==> config.mk <==
export PLATFORM = sky130hd
export DESIGN_NAME = image_byte_buffer
export DESIGN_NICKNAME = d
export VERILOG_FILES = /design/src/rtl/image_buffer_pkg.sv /design/src/rtl/sync_fifo_fwft.sv /design/src/rtl/image_byte_buffer.sv
export SDC_FILE = /design/constraint.sdc
export NUM_CORES = 1
export LEC_CHECK = 0
export CAP_MARGIN = 25
export CORE_MARGIN = 10
export CORE_UTILIZATION = 55
export CTS_CLUSTER_DIAMETER = 60
export DETAILED_ROUTE_END_ITERATION = 8
export PLACE_DENSITY_LB_ADDON = 0.15
export SETUP_SLACK_MARGIN = 0.15
export SYNTH_ARGS = -nofsm -noshare
export SYNTH_HDL_FRONTEND = slang
export SYNTH_SLANG_ARGS = --single-unit
==> constraint.sdc <==
create_clock -name sysClk -period 6.52 [get_ports sysClk]
set_input_delay 1.63 -clock sysClk [delete_from_list [all_inputs] [get_ports sysClk]]
set_output_delay 1.63 -clock sysClk [all_outputs]
set_load 0.05 [all_outputs]
==> src/rtl/image_buffer_pkg.sv <==
// Shared definitions for the image byte buffer: FIFO entry tag layout,
// image type codes and FSM state encodings.
package image_buffer_pkg;

  // Tag bit offsets above the DATA_W data field of a FIFO entry.
  localparam int TYPE_BIT = 0;
  localparam int EOF_BIT  = 1;
  localparam int SOF_BIT  = 2;
  localparam int TAG_W    = 3;

  localparam logic IMG_NAV = 1'b0;
  localparam logic IMG_SCI = 1'b1;

  typedef enum logic {
    IN_IDLE,
    IN_IMG
  } in_state_e;

  typedef enum logic {
    TRK_IDLE,
    TRK_ACTIVE
  } trk_state_e;

endpackage

==> src/rtl/sync_fifo_fwft.sv <==
// Synchronous first-word-fall-through FIFO; the head entry is always
// visible on rd_data while !empty.
module sync_fifo_fwft #(
  parameter int WIDTH = 11,
  parameter int DEPTH = 64
) (
  input  logic                     clk,
  input  logic                     rst,
  input  logic                     wr_en,
  input  logic [WIDTH-1:0]         wr_data,
  output logic                     full,
  input  logic                     rd_en,
  output logic [WIDTH-1:0]         rd_data,
  output logic                     empty,
  output logic [$clog2(DEPTH):0]   count
);

  localparam int AW = $clog2(DEPTH);

  logic [WIDTH-1:0] mem [DEPTH];
  // One extra pointer bit separates full from empty when indices match.
  logic [AW:0]      wr_ptr, rd_ptr;
  logic             do_wr, do_rd;

  assign count   = wr_ptr - rd_ptr;
  assign full    = (count == (AW+1)'(DEPTH));
  assign empty   = (count == '0);
  assign do_wr   = wr_en && !full;
  assign do_rd   = rd_en && !empty;
  assign rd_data = mem[rd_ptr[AW-1:0]];

  always_ff @(posedge clk or posedge rst) begin
    if (rst) begin
      wr_ptr <= '0;
      rd_ptr <= '0;
    end else begin
      if (do_wr) wr_ptr <= wr_ptr + 1'b1;
      if (do_rd) rd_ptr <= rd_ptr + 1'b1;
    end
  end

  always_ff @(posedge clk) begin
    if (do_wr) mem[wr_ptr[AW-1:0]] <= wr_data;
  end

endmodule

==> src/rtl/image_byte_buffer.sv <==
// Tagged image FIFO between the JPEG block and the flash SPI writer; frames
// incoming words and reports size/index/type once an image fully drains.
module image_byte_buffer
  import image_buffer_pkg::*;
#(
  parameter int DATA_W  = 8,
  parameter int DEPTH   = 64,
  parameter int SIZE_W  = 32,
  parameter int INDEX_W = 16
) (
  input  logic                     sysClk,
  input  logic                     rst,
  input  logic [DATA_W-1:0]        in_data,
  input  logic                     in_valid,
  output logic                     in_ready,
  input  logic                     in_sof,
  input  logic                     in_eof,
  input  logic                     in_image_type,
  output logic [DATA_W-1:0]        out_data,
  output logic                     out_valid,
  input  logic                     out_ready,
  output logic                     navigation_image_added_flag,
  output logic                     science_image_added_flag,
  output logic [SIZE_W-1:0]        image_size,
  output logic                     image_size_output_valid,
  output logic [INDEX_W-1:0]       image_index,
  output logic                     image_index_output_valid,
  output logic [$clog2(DEPTH):0]   fill_level,
  output logic                     protocol_error
);

  localparam int EW = DATA_W + TAG_W;

  logic          full, empty, accept, drain;
  logic [EW-1:0] wr_entry, head;
  logic          head_sof, head_eof, head_type;

  // Input framing
  in_state_e     in_st, in_st_nxt;
  logic          in_type_q, in_type_nxt, wr_en, wr_type, perr_nxt;

  assign in_ready = !full && !rst;
  assign accept   = in_valid && in_ready;
  assign wr_entry = {in_sof, in_eof, wr_type, in_data};

  always_comb begin
    in_st_nxt   = in_st;
    in_type_nxt = in_type_q;
    wr_en       = 1'b0;
    wr_type     = in_type_q;
    perr_nxt    = 1'b0;
    if (accept) begin
      case (in_st)
        IN_IDLE: begin
          if (in_sof) begin
            wr_en       = 1'b1;
            wr_type     = in_image_type;
            in_type_nxt = in_image_type;
            in_st_nxt   = in_eof ? IN_IDLE : IN_IMG;
          end else begin
            perr_nxt = 1'b1;
          end
        end
        IN_IMG: begin
          wr_en = 1'b1;
          // A restart mid-image is flagged but still becomes a new image.
          if (in_sof) begin
            perr_nxt    = 1'b1;
            wr_type     = in_image_type;
            in_type_nxt = in_image_type;
          end
          in_st_nxt = in_eof ? IN_IDLE : IN_IMG;
        end
        default: in_st_nxt = IN_IDLE;
      endcase
    end
  end

  sync_fifo_fwft #(
    .WIDTH (EW),
    .DEPTH (DEPTH)
  ) u_fifo (
    .clk     (sysClk),
    .rst     (rst),
    .wr_en   (wr_en),
    .wr_data (wr_entry),
    .full    (full),
    .rd_en   (drain),
    .rd_data (head),
    .empty   (empty),
    .count   (fill_level)
  );

  assign out_valid = !empty;
  assign drain     = out_valid && out_ready;
  assign out_data  = empty ? '0 : head[DATA_W-1:0];
  assign head_sof  = head[DATA_W+SOF_BIT];
  assign head_eof  = head[DATA_W+EOF_BIT];
  assign head_type = head[DATA_W+TYPE_BIT];

  // Output tracking
  trk_state_e        trk_st, trk_nxt;
  logic [SIZE_W-1:0] cnt_q, cnt_nxt;
  logic              typ_q, typ_nxt, done, done_q, done_type;
  logic [INDEX_W-1:0] idx_q;

  always_comb begin
    trk_nxt = trk_st;
    cnt_nxt = cnt_q;
    typ_nxt = typ_q;
    done    = 1'b0;
    if (drain) begin
      if (head_sof) begin
        cnt_nxt = SIZE_W'(1);
        typ_nxt = head_type;
        trk_nxt = TRK_ACTIVE;
      end else if (trk_st == TRK_ACTIVE) begin
        cnt_nxt = (&cnt_q) ? cnt_q : cnt_q + 1'b1;
      end
      if (head_eof && (head_sof || trk_st == TRK_ACTIVE)) begin
        done    = 1'b1;
        trk_nxt = TRK_IDLE;
      end
    end
  end

  always_ff @(posedge sysClk or posedge rst) begin
    if (rst) begin
      in_st          <= IN_IDLE;
      in_type_q      <= IMG_NAV;
      protocol_error <= 1'b0;
      trk_st         <= TRK_IDLE;
      cnt_q          <= '0;
      typ_q          <= IMG_NAV;
      done_q         <= 1'b0;
      done_type      <= IMG_NAV;
      idx_q          <= '0;
      image_size     <= '0;
      image_index    <= '0;
    end else begin
      in_st          <= in_st_nxt;
      in_type_q      <= in_type_nxt;
      protocol_error <= perr_nxt;
      trk_st         <= trk_nxt;
      cnt_q          <= cnt_nxt;
      typ_q          <= typ_nxt;
      done_q         <= done;
      // Report registers load on the eof drain so the pulse lands one cycle later.
      if (done) begin
        image_size  <= cnt_nxt;
        image_index <= idx_q;
        done_type   <= typ_nxt;
        idx_q       <= idx_q + 1'b1;
      end
    end
  end

  assign image_size_output_valid     = done_q;
  assign image_index_output_valid    = done_q;
  assign navigation_image_added_flag = done_q && (done_type == IMG_NAV);
  assign science_image_added_flag    = done_q && (done_type == IMG_SCI);

endmodule

==> results of run 1 <==
-- registers in the layout, indices dropped and copies added (netlist names) --
name,flops
in_type_q,1
typ_q,1
cnt_q,32
u_fifo.wr_ptr,7
image_index,16
image_index_output_valid,1
idx_q,16
u_fifo.rd_ptr,7
trk_st,1
image_size,32
in_st,1
u_fifo.mem,704
done_type,1
protocol_error,1
-- cell usage after synthesis, drive strengths merged, types with 3 or more instances --
cell type and number:
nand3 28, o21ai 39, a22oi 12, dfrtp 117, and2 11, o211ai 3, nand3b 4, xor2 27
a21oi 9, nand4b 4, xnor2 34, mux2 18, mux4 211, edfxtp 704, nor2b 7, nand4 24
and3 14, mux2i 15, o31a 3, nor3 15, nor4 13, or3 3, nand2 63, inv 25
ha 11, buf 49, clkbuf 38, nor2 125, a211oi 5
-- per-stage QoR --
step / power, mW / cell area (um2)
after floorplan: 10.0 / 32600
after global placement: 11.6 / 34500
after detailed placement: 11.7 / 34700
after CTS: 16.3 / 37300
after global routing: 16.8 / 37400
final: 16.2 / 37400
-- layer usage --
| metal | vias up | GRT usage (%) | share of wire [%] |
|---|---|---|---|
| met5 | - | 0 | 0.011 |
| met4 | 2 | 6.87 | 2.6 |
| met3 | 106 | 4.24 | 7.5 |
| met2 | 596 | 33.6 | 49 |
| met1 | 8694 | 30.1 | 41 |
| li1 | 7063 | - | - |
-- worst max-delay path by stage --
stage / slack [ps] / from / end
after CTS: 530 / u_fifo.rd_ptr[4] / in_ready
after global routing: 360 / u_fifo.rd_ptr[4] / in_ready
final: 570 / u_fifo.rd_ptr[4] / in_ready
after floorplan: 600 / u_fifo.rd_ptr[3] / out_data[0]
after detailed placement: 1210 / u_fifo.rd_ptr[4] / in_ready
after global placement: 1280 / u_fifo.rd_ptr[4] / in_ready
-- report_power, final --
group          leakage, nW  switching [mW]  internal, mW
Sequential            7.85           0.228          5.94
Combinational         3.34            3.16          2.21
Clock                 1.30            1.93          2.70
Total                 12.5            5.32          10.8
-- worst max-delay path: stages (launching register included) --
cell and delay [ps]:
dfrtp_1 750, inv_2 250, ha_1 440, and3b_1 220
a211oi_1 220, o211ai_1 170, or4_1 630, nor2_1 200
nor2_1 100, clkdlybuf4s50_1 720
-- logic make-up (layout without fill, tap and decap cells) --
logic type / Yosys count / after routing
XOR/XNOR: 61 / 61
multiplexers: 244 / 244
AO/OA/AOI/OAI: 92 / 92
flip-flops: 821 / 821
AND/OR/NAND/NOR: 321 / 321
adder cells (fa/ha/maj): 12 / 12
buffers and inverters: 112 / 360
-- area by class of cell --
type                       count  area, um2
sequential                   821      24100
fill                        3951      21400
multi-input combinational    730       7950
clock buffer                 108       2310
timing repair buffer         183       1690
tap                          773        967
clock inverter                44        348
inverter                      25       96.3
==> results.md, run 1 <==
- Pleak: 12.5 nW
- Die footprint: 69400 um2
- Slew @ Worst Pin: 946 ps
- HP Start: image_size[17]
- Clock transition at path regs: 60 ps
- Final Hold Viols: 0
- Global route overflow: 0
- Wire per inst: 27.7 um
- Number of global-route vias before repair: 16.7k
- Number of H-tree levels: 3
- Worst R2R End: u_fifo.mem[7][7]
- Status: completed
- Initial antenna violation count: 6
- Clock Sinks: 821
- Layout Nets: 1872
- Hold slack: 479 ps
- Final Util: 63.7%
- Final Setup Violations: 0
- Syn_area_per_cell: 19.6 um2
- Critical path class: reg2out
- Largest net degree at the start of global routing: 129
- HP Class: reg2reg
- Sum Neg Setup Slack: 0 ps
- Antenna Cells: 0
- Root Buffer: clkbuf_16
- WP data required: 4890 ps
- Clock tree from TritonCTS: yes
- Simple-gate share of the synthesized area: 4.66%
- Max-Cap Viols: 0
- Syn nets: 1690
- Commonest non-fill, non-tap cell in the layout: edfxtp_1
- Number of synthesized register bits: 821
- Fin crit share: 91.3%
- IO Count: 85
- Yosys cell types: 62
- Gpl congestion: 0.814
- Placed Cells: 2523
- Initial core utilization: 55.4%
- Worst Reg-to-Reg Cells: 13
- PortBufs: 84
- Post-cts resize count: 0
- Unrepaired setup endpoints after global routing: false
- Final WS setup: 570 ps
- Final WL: 74200 um
- Non-filler cells, final: 2684
- Largest family of logic cells by synthesized area: multiplexers
- Clk Latency, worst-skew pair: 610 ps
- First-pass GRT wire length: 111000 um
- Pre-CTS worst setup slack: 1210 ps
- Vias post-DR: 16.5k
- EDFF count, synth: 704
- Main synth FF type: edfxtp_1
- Hold EP: image_size[17]
- Antenna-violating nets left: 0
- # rows: 89
- Max Slew Vio Count: 0
- Post-synthesis sequential area ratio: 73.9%
- Multiplexer share of the synthesized area: 15.7%
- Pwr dens: 432 nW/um2
- Yosys warning total: 0
- DRC violations left: 0
- Complex-gate fraction of the synthesized area: 1.91%
- Adder-cell area share of the yosys netlist: 0.484%
- Clk buf depth: 3
- Time the worst path needs with I/O delays and setup: 5950 ps
- Vias/cell: 6.13
- Layout cells sized above 1: 25.2%
- Post-CTS Hold Fix Bufs: 0
- Hold path depth: 2
- Global-route usage over all layers: 21.4%
- DRT iter0 DRCs: 1680
- CP Data Arrival Time: 4320 ps
- TritonCTS Buffers: 84
- Ys async rst share: 14.3%
- Worst-path fanout max: 15
- Crit Reg-Reg Startpoint: u_fifo.rd_ptr[0]
- CP Capture Type: output pin
- Dpl hpwl: 46300 um
- Die height: 263 um
- Clock skew: 14.3 ps
- Synth Cell Area: 32600 um2
- Setup slack, reg-to-reg: 1150 ps
- Top area cells in the synthesized netlist: edfxtp_1 (65%), mux4_2 (15%), dfrtp_1 (9.0%), nor2_1 (1.4%), xnor2_1 (0.91%)
- Share of the synthesized area in the top cell type: 64.9%
- Number of post-CTS setup repair buffers: 0
- Max Freq: 168 MHz
- Die Wd: 263 um
- Rel. slew slack: 36.7%
- Worst IR Drop VDD: 0.412 mV
- Pre-antenna DRT Iters: 5
- Synthesis-to-finish area growth: 14.9%
- Area leader, netlist: edfxtp_1
- Most frequent cells in the layout: edfxtp_1 (704), mux4_2 (211), nor2_1 (125)
- Core area: 58800 um2
- Cell count after synthesis: 1663
- Setup crit start kind: register
- Xor/xnor share of the synthesized area: 1.64%
Power figures use the tool's default switching activity.
==> run 2: changes to the inputs <==
- CELL_PAD_IN_SITES_DETAIL_PLACEMENT: unset -> 0
- CELL_PAD_IN_SITES_GLOBAL_PLACEMENT: unset -> 1
==> results.md, run 2 (synthesized netlist as in run 1, its figures left out) <==
- Status: completed (unchanged)
- Die height: 263 um (unchanged)
- Global-route usage over all layers: 21.8% (was 21.4%)
- Slowest-stage cell, CP: or4_1 (was dfrtp_1)
- HP Class: reg2reg (unchanged)
- Worst IR Drop VDD: 0.364 mV (was 0.412 mV)
- Dpl hpwl: 44800 um (was 46300 um)
- Sum Neg Setup Slack: 0 ps (unchanged)
- DRC violations left: 0 (unchanged)
- Clock transition at path regs: 60 ps (about the same)
- Max Slew Vio Count: 0 (unchanged)
- Largest net degree at the start of global routing: 115 (was 129)
- Wire per inst: 28.0 um (was 27.7 um)
- Clk Latency, worst-skew pair: 630 ps (was 610 ps)
- Worst-path fanout max: 15 (unchanged)
- Die footprint: 69400 um2 (unchanged)
- Die Wd: 263 um (unchanged)
- Setup slack, reg-to-reg: 1700 ps (was 1150 ps)
- Clock skew: 9.99 ps (was 14.3 ps)
- Critical path class: reg2out (unchanged)
- Crit path buffers/inverters: 3 (was 2)
- Unrepaired setup endpoints after global routing: false (unchanged)
- Pleak: 12.5 nW (about the same)
- Final Setup Violations: 0 (unchanged)
- Core area: 58800 um2 (unchanged)
- Pre-antenna DRT Iters: 5 (unchanged)
- Commonest non-fill, non-tap cell in the layout: edfxtp_1 (unchanged)
- Slew @ Worst Pin: 1030 ps (was 946 ps)
- Worst Reg-to-Reg Cells: 13 (unchanged)
- Crit Reg-Reg Startpoint: u_fifo.wr_ptr[0] (was u_fifo.rd_ptr[0])
- Final WL: 74900 um (was 74200 um)
- Post-CTS Hold Fix Bufs: 0 (unchanged)
- Max Freq: 166 MHz (was 168 MHz)
- Pre-CTS worst setup slack: 909 ps (was 1210 ps)
- Max FFs per register: 704 (unchanged)
- DRT iter0 DRCs: 1431 (was 1680)
- Number of H-tree levels: 3 (unchanged)
- Most frequent cells in the layout: edfxtp_1 (704), mux4_2 (211), nor2_1 (125) (unchanged)
- Multi-input logic area: 7950 um2 (unchanged)
- Hold EP: idx_q[15] (was image_size[17])
- Time the worst path needs with I/O delays and setup: 6010 ps (was 5950 ps)
- TritonCTS Buffers: 84 (unchanged)
- Clock Sinks: 821 (unchanged)
- CP Capture Type: output pin (unchanged)
- CP Data Arrival Time: 4380 ps (was 4320 ps)
- Number of fill cells in the layout: 4016 (was 3951)
- Clock tree from TritonCTS: yes (unchanged)
- Layout Nets: 1868 (was 1872)
- Fin crit share: 92.2% (was 91.3%)
- Crit-path max cell delay: 630 ps (was 750 ps)
- Root Buffer: clkbuf_16 (unchanged)
- Post-cts resize count: 0 (unchanged)
- Setup crit start kind: register (unchanged)
- Global route overflow: 0 (unchanged)
- Final Hold Viols: 0 (unchanged)
- FF/Latch Area: 24100 um2 (about the same)
- Max-Cap Viols: 0 (unchanged)
- First-pass GRT wire length: 113000 um (was 111000 um)
- Worst R2R End: u_fifo.mem[21][6] (was u_fifo.mem[7][7])
- Antenna-violating nets left: 0 (unchanged)
- PortBufs: 84 (unchanged)
- Pwr dens: 436 nW/um2 (was 432 nW/um2)
- Gpl congestion: 0.828 (was 0.814)
- Synthesis-to-finish area growth: 15.2% (was 14.9%)
- # rows: 89 (unchanged)
- Rel. slew slack: 31.1% (was 36.7%)
- HP Start: idx_q[15] (was image_size[17])
- Number of post-CTS setup repair buffers: 0 (unchanged)
- Hold path depth: 1 (was 2)
- Antenna Cells: 0 (unchanged)
- Initial antenna violation count: 4 (was 6)
- Final Util: 63.8% (was 63.7%)
- Final Total Pwr: 16.3 mW (was 16.2 mW)
- Vias post-DR: 16.5k (about the same)
- Initial core utilization: 55.4% (unchanged)
- Crit path cell chain: inv_2 -> ha_1 -> and3b_1 -> a211oi_1 -> o211ai_1 -> or4_1 -> nor2_1 -> inv_1 -> and2_1 -> buf_4 (was inv_2 -> ha_1 -> and3b_1 -> a211oi_1 -> o211ai_1 -> or4_1 -> nor2_1 -> nor2_1 -> clkdlybuf4s50_1)
- WP data required: 4890 ps (about the same)
- Clk buf depth: 3 (unchanged)
- Final WS setup: 511 ps (was 570 ps)
- IO Count: 85 (unchanged)
- Vias/cell: 6.15 (was 6.13)
- Number of global-route vias before repair: 17.1k (was 16.7k)
- Layout cells sized above 1: 25.4% (was 25.2%)
- Delay-heaviest family, CP: simple AND/OR/NAND/NOR gates (unchanged)
run 2: cell count changes in the layout (fill, tap and decap cells not counted), moves of 2 or more:
| cell | delta |
|---|---|
| buf_4 | -4 |
| bufinv_16 | +6 |
| clkbuf_1 | -6 |
| clkbuf_16 | -3 |
| clkinv_2 | +2 |
| clkinvlp_4 | +2 |
run 2: area by class of cell:
| class | count | share of cell area (%) |
|---|---|---|
| sequential | 821 | 64.2 |
| multi-input combinational | 730 | 21.2 |
| clock buffer | 98 | 5.86 |
| timing repair buffer | 179 | 4.42 |
| tap | 773 | 2.58 |
| clock inverter | 55 | 1.54 |
| inverter | 25 | 0.257 |
run 2: worst reg2reg max path, stage by stage (launching register included):
cell	delay, ps
dfrtp_1	430
inv_1	160
ha_1	200
inv_1	60
fa_1	390
a21o_1	170
a21oi_1	240
nand4b_1	150
and3_1	270
inv_1	150
a2111oi_2	310
buf_4	240
nand4b_1	630
nor2_1	1050
run 2: worst max-delay path by stage:
| stage | from | to | slack (ps) | cells after the start |
|---|---|---|---|---|
| floorplan | u_fifo.rd_ptr[3] | out_data[0] | 600 | 12 |
| global route | u_fifo.rd_ptr[4] | out_data[6] | 240 | 10 |
| CTS | u_fifo.rd_ptr[4] | out_data[6] | 220 | 10 |
| finish | u_fifo.rd_ptr[4] | out_data[6] | 510 | 10 |
| detailed placement | u_fifo.rd_ptr[4] | out_data[6] | 910 | 10 |
| global placement | u_fifo.rd_ptr[4] | out_data[3] | 990 | 10 |
run 2: report_power, final:
| group | internal [mW] | total, mW | switching (mW) |
|---|---|---|---|
| logic | 2.22 | 5.41 | 3.20 |
| registers | 5.94 | 6.12 | 0.183 |
| clock network | 2.85 | 4.81 | 1.96 |
| total | 11.0 | 16.3 | 5.34 |
run 2: metal layers:
metal | GRT usage [%] | vias to the layer above | part of all wire [%]
met5 | 0 | - | 0.059
met4 | 6.90 | 6 | 2.8
met3 | 5.90 | 134 | 7.9
met2 | 35.1 | 562 | 49
met1 | 28.8 | 8752 | 40
li1 | - | 7040 | -
run 2: through the flow:
| step | hold WS (ps) | std cells | area [um2] |
|---|---|---|---|
| floorplan | 438 | 1663 | 32600 |
| global placement | 460 | 2509 | 34500 |
| detailed placement | 459 | 2518 | 34600 |
| CTS | 468 | 2671 | 37300 |
| global route | 502 | 2681 | 37500 |
| finish | 466 | 2681 | 37500 |
==> run 3: changes to the inputs <==
- CORE_MARGIN: 10 -> 1
==> results.md, run 3 (synthesized netlist as in run 1, its figures left out) <==
- Final WS setup: 416 ps (was 511 ps)
- Comb power frac: 33.8% (was 33.1%)
- Die Wd: 245 um (was 263 um)
- Final Hold Viols: 0 (unchanged)
- Setup slack, reg-to-reg: 1540 ps (was 1700 ps)
- Root Buffer: clkbuf_16 (unchanged)
- Pwr dens: 433 nW/um2 (was 436 nW/um2)
- Clock transition at path regs: 60 ps (about the same)
- Layout Nets: 1877 (was 1868)
- Clock skew: 22.4 ps (was 9.99 ps)
- Crit path buffers/inverters: 3 (unchanged)
- Sum Neg Setup Slack: 0 ps (unchanged)
- Number of H-tree levels: 3 (unchanged)
- Clk buf depth: 3 (unchanged)
- DRC violations left: 0 (unchanged)
- Most frequent cells in the layout: edfxtp_1 (704), mux4_2 (211), nor2_1 (124) (was edfxtp_1 (704), mux4_2 (211), nor2_1 (125))
- Vias post-DR: 16.9k (was 16.5k)
- Largest net degree at the start of global routing: 95 (was 115)
- Number of fill cells in the layout: 3977 (was 4016)
- Wire per inst: 28.5 um (was 28.0 um)
- Final Setup Violations: 0 (unchanged)
- Number of global-route vias before repair: 16.6k (was 17.1k)
- Worst Reg-to-Reg Cells: 13 (unchanged)
- Clock Sinks: 821 (unchanged)
- Die height: 245 um (was 263 um)
- First-pass GRT wire length: 113000 um (about the same)
- Internal Power: 10.8 mW (was 11.0 mW)
- Clk Latency, worst-skew pair: 620 ps (was 630 ps)
- Pleak: 12.5 nW (about the same)
- Pre-CTS worst setup slack: 871 ps (was 909 ps)
- Number of post-CTS setup repair buffers: 0 (unchanged)
- WP data required: 4890 ps (about the same)
- Slowest-stage cell, CP: clkdlybuf4s50_1 (was or4_1)
- Worst R2R End: u_fifo.mem[39][4] (was u_fifo.mem[21][6])
- Worst IR Drop VDD: 0.331 mV (was 0.364 mV)
- Fin crit share: 93.6% (was 92.2%)
- Final WL: 76400 um (was 74900 um)
- Vias/cell: 6.29 (was 6.15)
- Layout cells sized above 1: 25.4% (about the same)
- Non-filler cells, final: 2683 (was 2681)
- Dpl hpwl: 45400 um (was 44800 um)
- Commonest non-fill, non-tap cell in the layout: edfxtp_1 (unchanged)
- Initial core utilization: 56.0% (was 55.4%)
- Clock tree from TritonCTS: yes (unchanged)
- Hold path depth: 1 (unchanged)
- Max FFs per register: 704 (unchanged)
- Gpl congestion: 0.827 (was 0.828)
- Net load switching power: 5.38 mW (was 5.34 mW)
- Critical path origin: u_fifo.rd_ptr[0] (was u_fifo.rd_ptr[4])
- Delay-heaviest family, CP: buffers and inverters (was simple AND/OR/NAND/NOR gates)
- Status: completed (unchanged)
- Setup crit start kind: register (unchanged)
- HP Class: reg2reg (unchanged)
- Pre-antenna DRT Iters: 6 (was 5)
- FF/Latch Area: 24100 um2 (about the same)
- Placed Cells: 2518 (unchanged)
- Clk network pwr share: 28.5% (was 29.4%)
- Critical path class: reg2out (unchanged)
- Switching Fraction: 33.2% (was 32.7%)
- Core area: 58100 um2 (was 58800 um2)
- Most used cell, CP: inv_1
- Crit path cell chain: ha_1 -> inv_1 -> fa_1 -> a21o_1 -> a21oi_1 -> xnor2_1 -> or4_1 -> nor2_2 -> inv_1 -> clkdlybuf4s50_1 (was inv_2 -> ha_1 -> and3b_1 -> a211oi_1 -> o211ai_1 -> or4_1 -> nor2_1 -> inv_1 -> and2_1 -> buf_4)
- Crit-path max cell delay: 780 ps (was 630 ps)
- Unrepaired setup endpoints after global routing: false (unchanged)
- Die footprint: 60200 um2 (was 69400 um2)
- Synthesis-to-finish area growth: 15.0% (was 15.2%)
- PortBufs: 84 (unchanged)
- Max Freq: 164 MHz (was 166 MHz)
- Global-route usage over all layers: 26.2% (was 21.8%)
- CP Capture Type: output pin (unchanged)
- Multi-input logic area: 7950 um2 (about the same)
- IO Count: 85 (unchanged)
- Crit Reg-Reg Startpoint: u_fifo.rd_ptr[0] (was u_fifo.wr_ptr[0])
- Slew @ Worst Pin: 935 ps (was 1030 ps)
- TritonCTS Buffers: 84 (unchanged)
- # rows: 88 (was 89)
- Global route overflow: 0 (unchanged)
- Rel. slew slack: 37.7% (was 31.1%)
- Max Slew Vio Count: 0 (unchanged)
- HP Start: idx_q[15] (unchanged)
- Hold EP: idx_q[15] (unchanged)
- CP Data Arrival Time: 4470 ps (was 4380 ps)
- Time the worst path needs with I/O delays and setup: 6100 ps (was 6010 ps)
- Worst-path fanout max: 17 (was 15)
- Register share of total power: 37.7% (was 37.4%)
- Max-Cap Viols: 0 (unchanged)
- DRT iter0 DRCs: 1895 (was 1431)
- Antenna-violating nets left: 0 (unchanged)
- Initial antenna violation count: 3 (was 4)
==> run 3: cell count changes in the layout (fill, tap and decap cells not counted), sizes merged <==
cell | before | now
bufinv | 11 | 6
clkdlybuf4s50 | 65 | 66
inv | 28 | 27
buf | 114 | 121
clkinv | 36 | 35
clkbuf | 98 | 107
diode | 0 | 1
clkinvlp | 5 | 4
==> run 3: layout make-up <==
class | instances | area share (%)
Timing Repair Buffer | 188 | 4.67
Tap cell | 765 | 2.56
Multi-Input combinational cell | 730 | 21.2
Clock inverter | 47 | 1.01
Clock buffer | 106 | 6.00
Inverter | 25 | 0.257
Sequential cell | 821 | 64.3
Antenna cell | 1 | 0.00668
==> run 3: power by group through the flow <==
stage          logic [mW]  registers (mW)  clock network, mW
6_report             5.48            6.12               4.62
2_1_floorplan        3.66            6.34                  0
3_5_place_dp         5.48            6.23                  0
3_3_place_gp         5.46            6.21                  0
5_1_grt              5.78            6.14               4.88
4_1_cts              5.51            6.12               4.69
==> run 3: worst max path at each step <==
stage / end / slack, ps / depth (start not counted)
after CTS: out_valid / 190 / 10
after detailed placement: out_valid / 870 / 10
after global placement: out_valid / 960 / 9
after global routing: out_valid / 200 / 10
final: out_valid / 420 / 10
after floorplan: out_data[0] / 600 / 12
==> run 3: what timing repair did <==
item,4_1_cts,5_1_grt
hold buffers,0,0
endpoints found under the setup margin,0,1
gates resized for setup,0,1
==> run 3: per-layer routing <==
metal / track usage (%) / vias up / wire [um]
met4: 7.84 / 2 / 2020
met2: 39.9 / 736 / 36700
met5: 0 / - / 11
met1: 39.2 / 8961 / 31800
met3: 4.66 / 124 / 5840
li1: - / 7056 / -
==> run 3: through the flow <==
| stage | hold slack, ps | util, % | power [mW] | area [um2] |
|---|---|---|---|---|
| 2_1_floorplan | 438 | - | 10.0 | 32600 |
| 3_3_place_gp | 458 | 59.3 | 11.7 | 34500 |
| 3_5_place_dp | 455 | 59.5 | 11.7 | 34600 |
| 4_1_cts | 472 | 64.0 | 16.3 | 37200 |
| 5_1_grt | 489 | 64.4 | 16.8 | 37500 |
| 6_report | 470 | 64.4 | 16.2 | 37500 |
==> run 3: worst reg2reg max path: stages, from the launching register on <==
cell,delay [ps]
dfrtp_4,630
ha_1,240
inv_1,60
fa_1,400
a21o_1,170
a21oi_1,250
nand4b_1,140
and3_1,250
inv_1,140
a2111oi_2,330
buf_4,260
nand4_1,720
nor2_1,860
buf_6,240
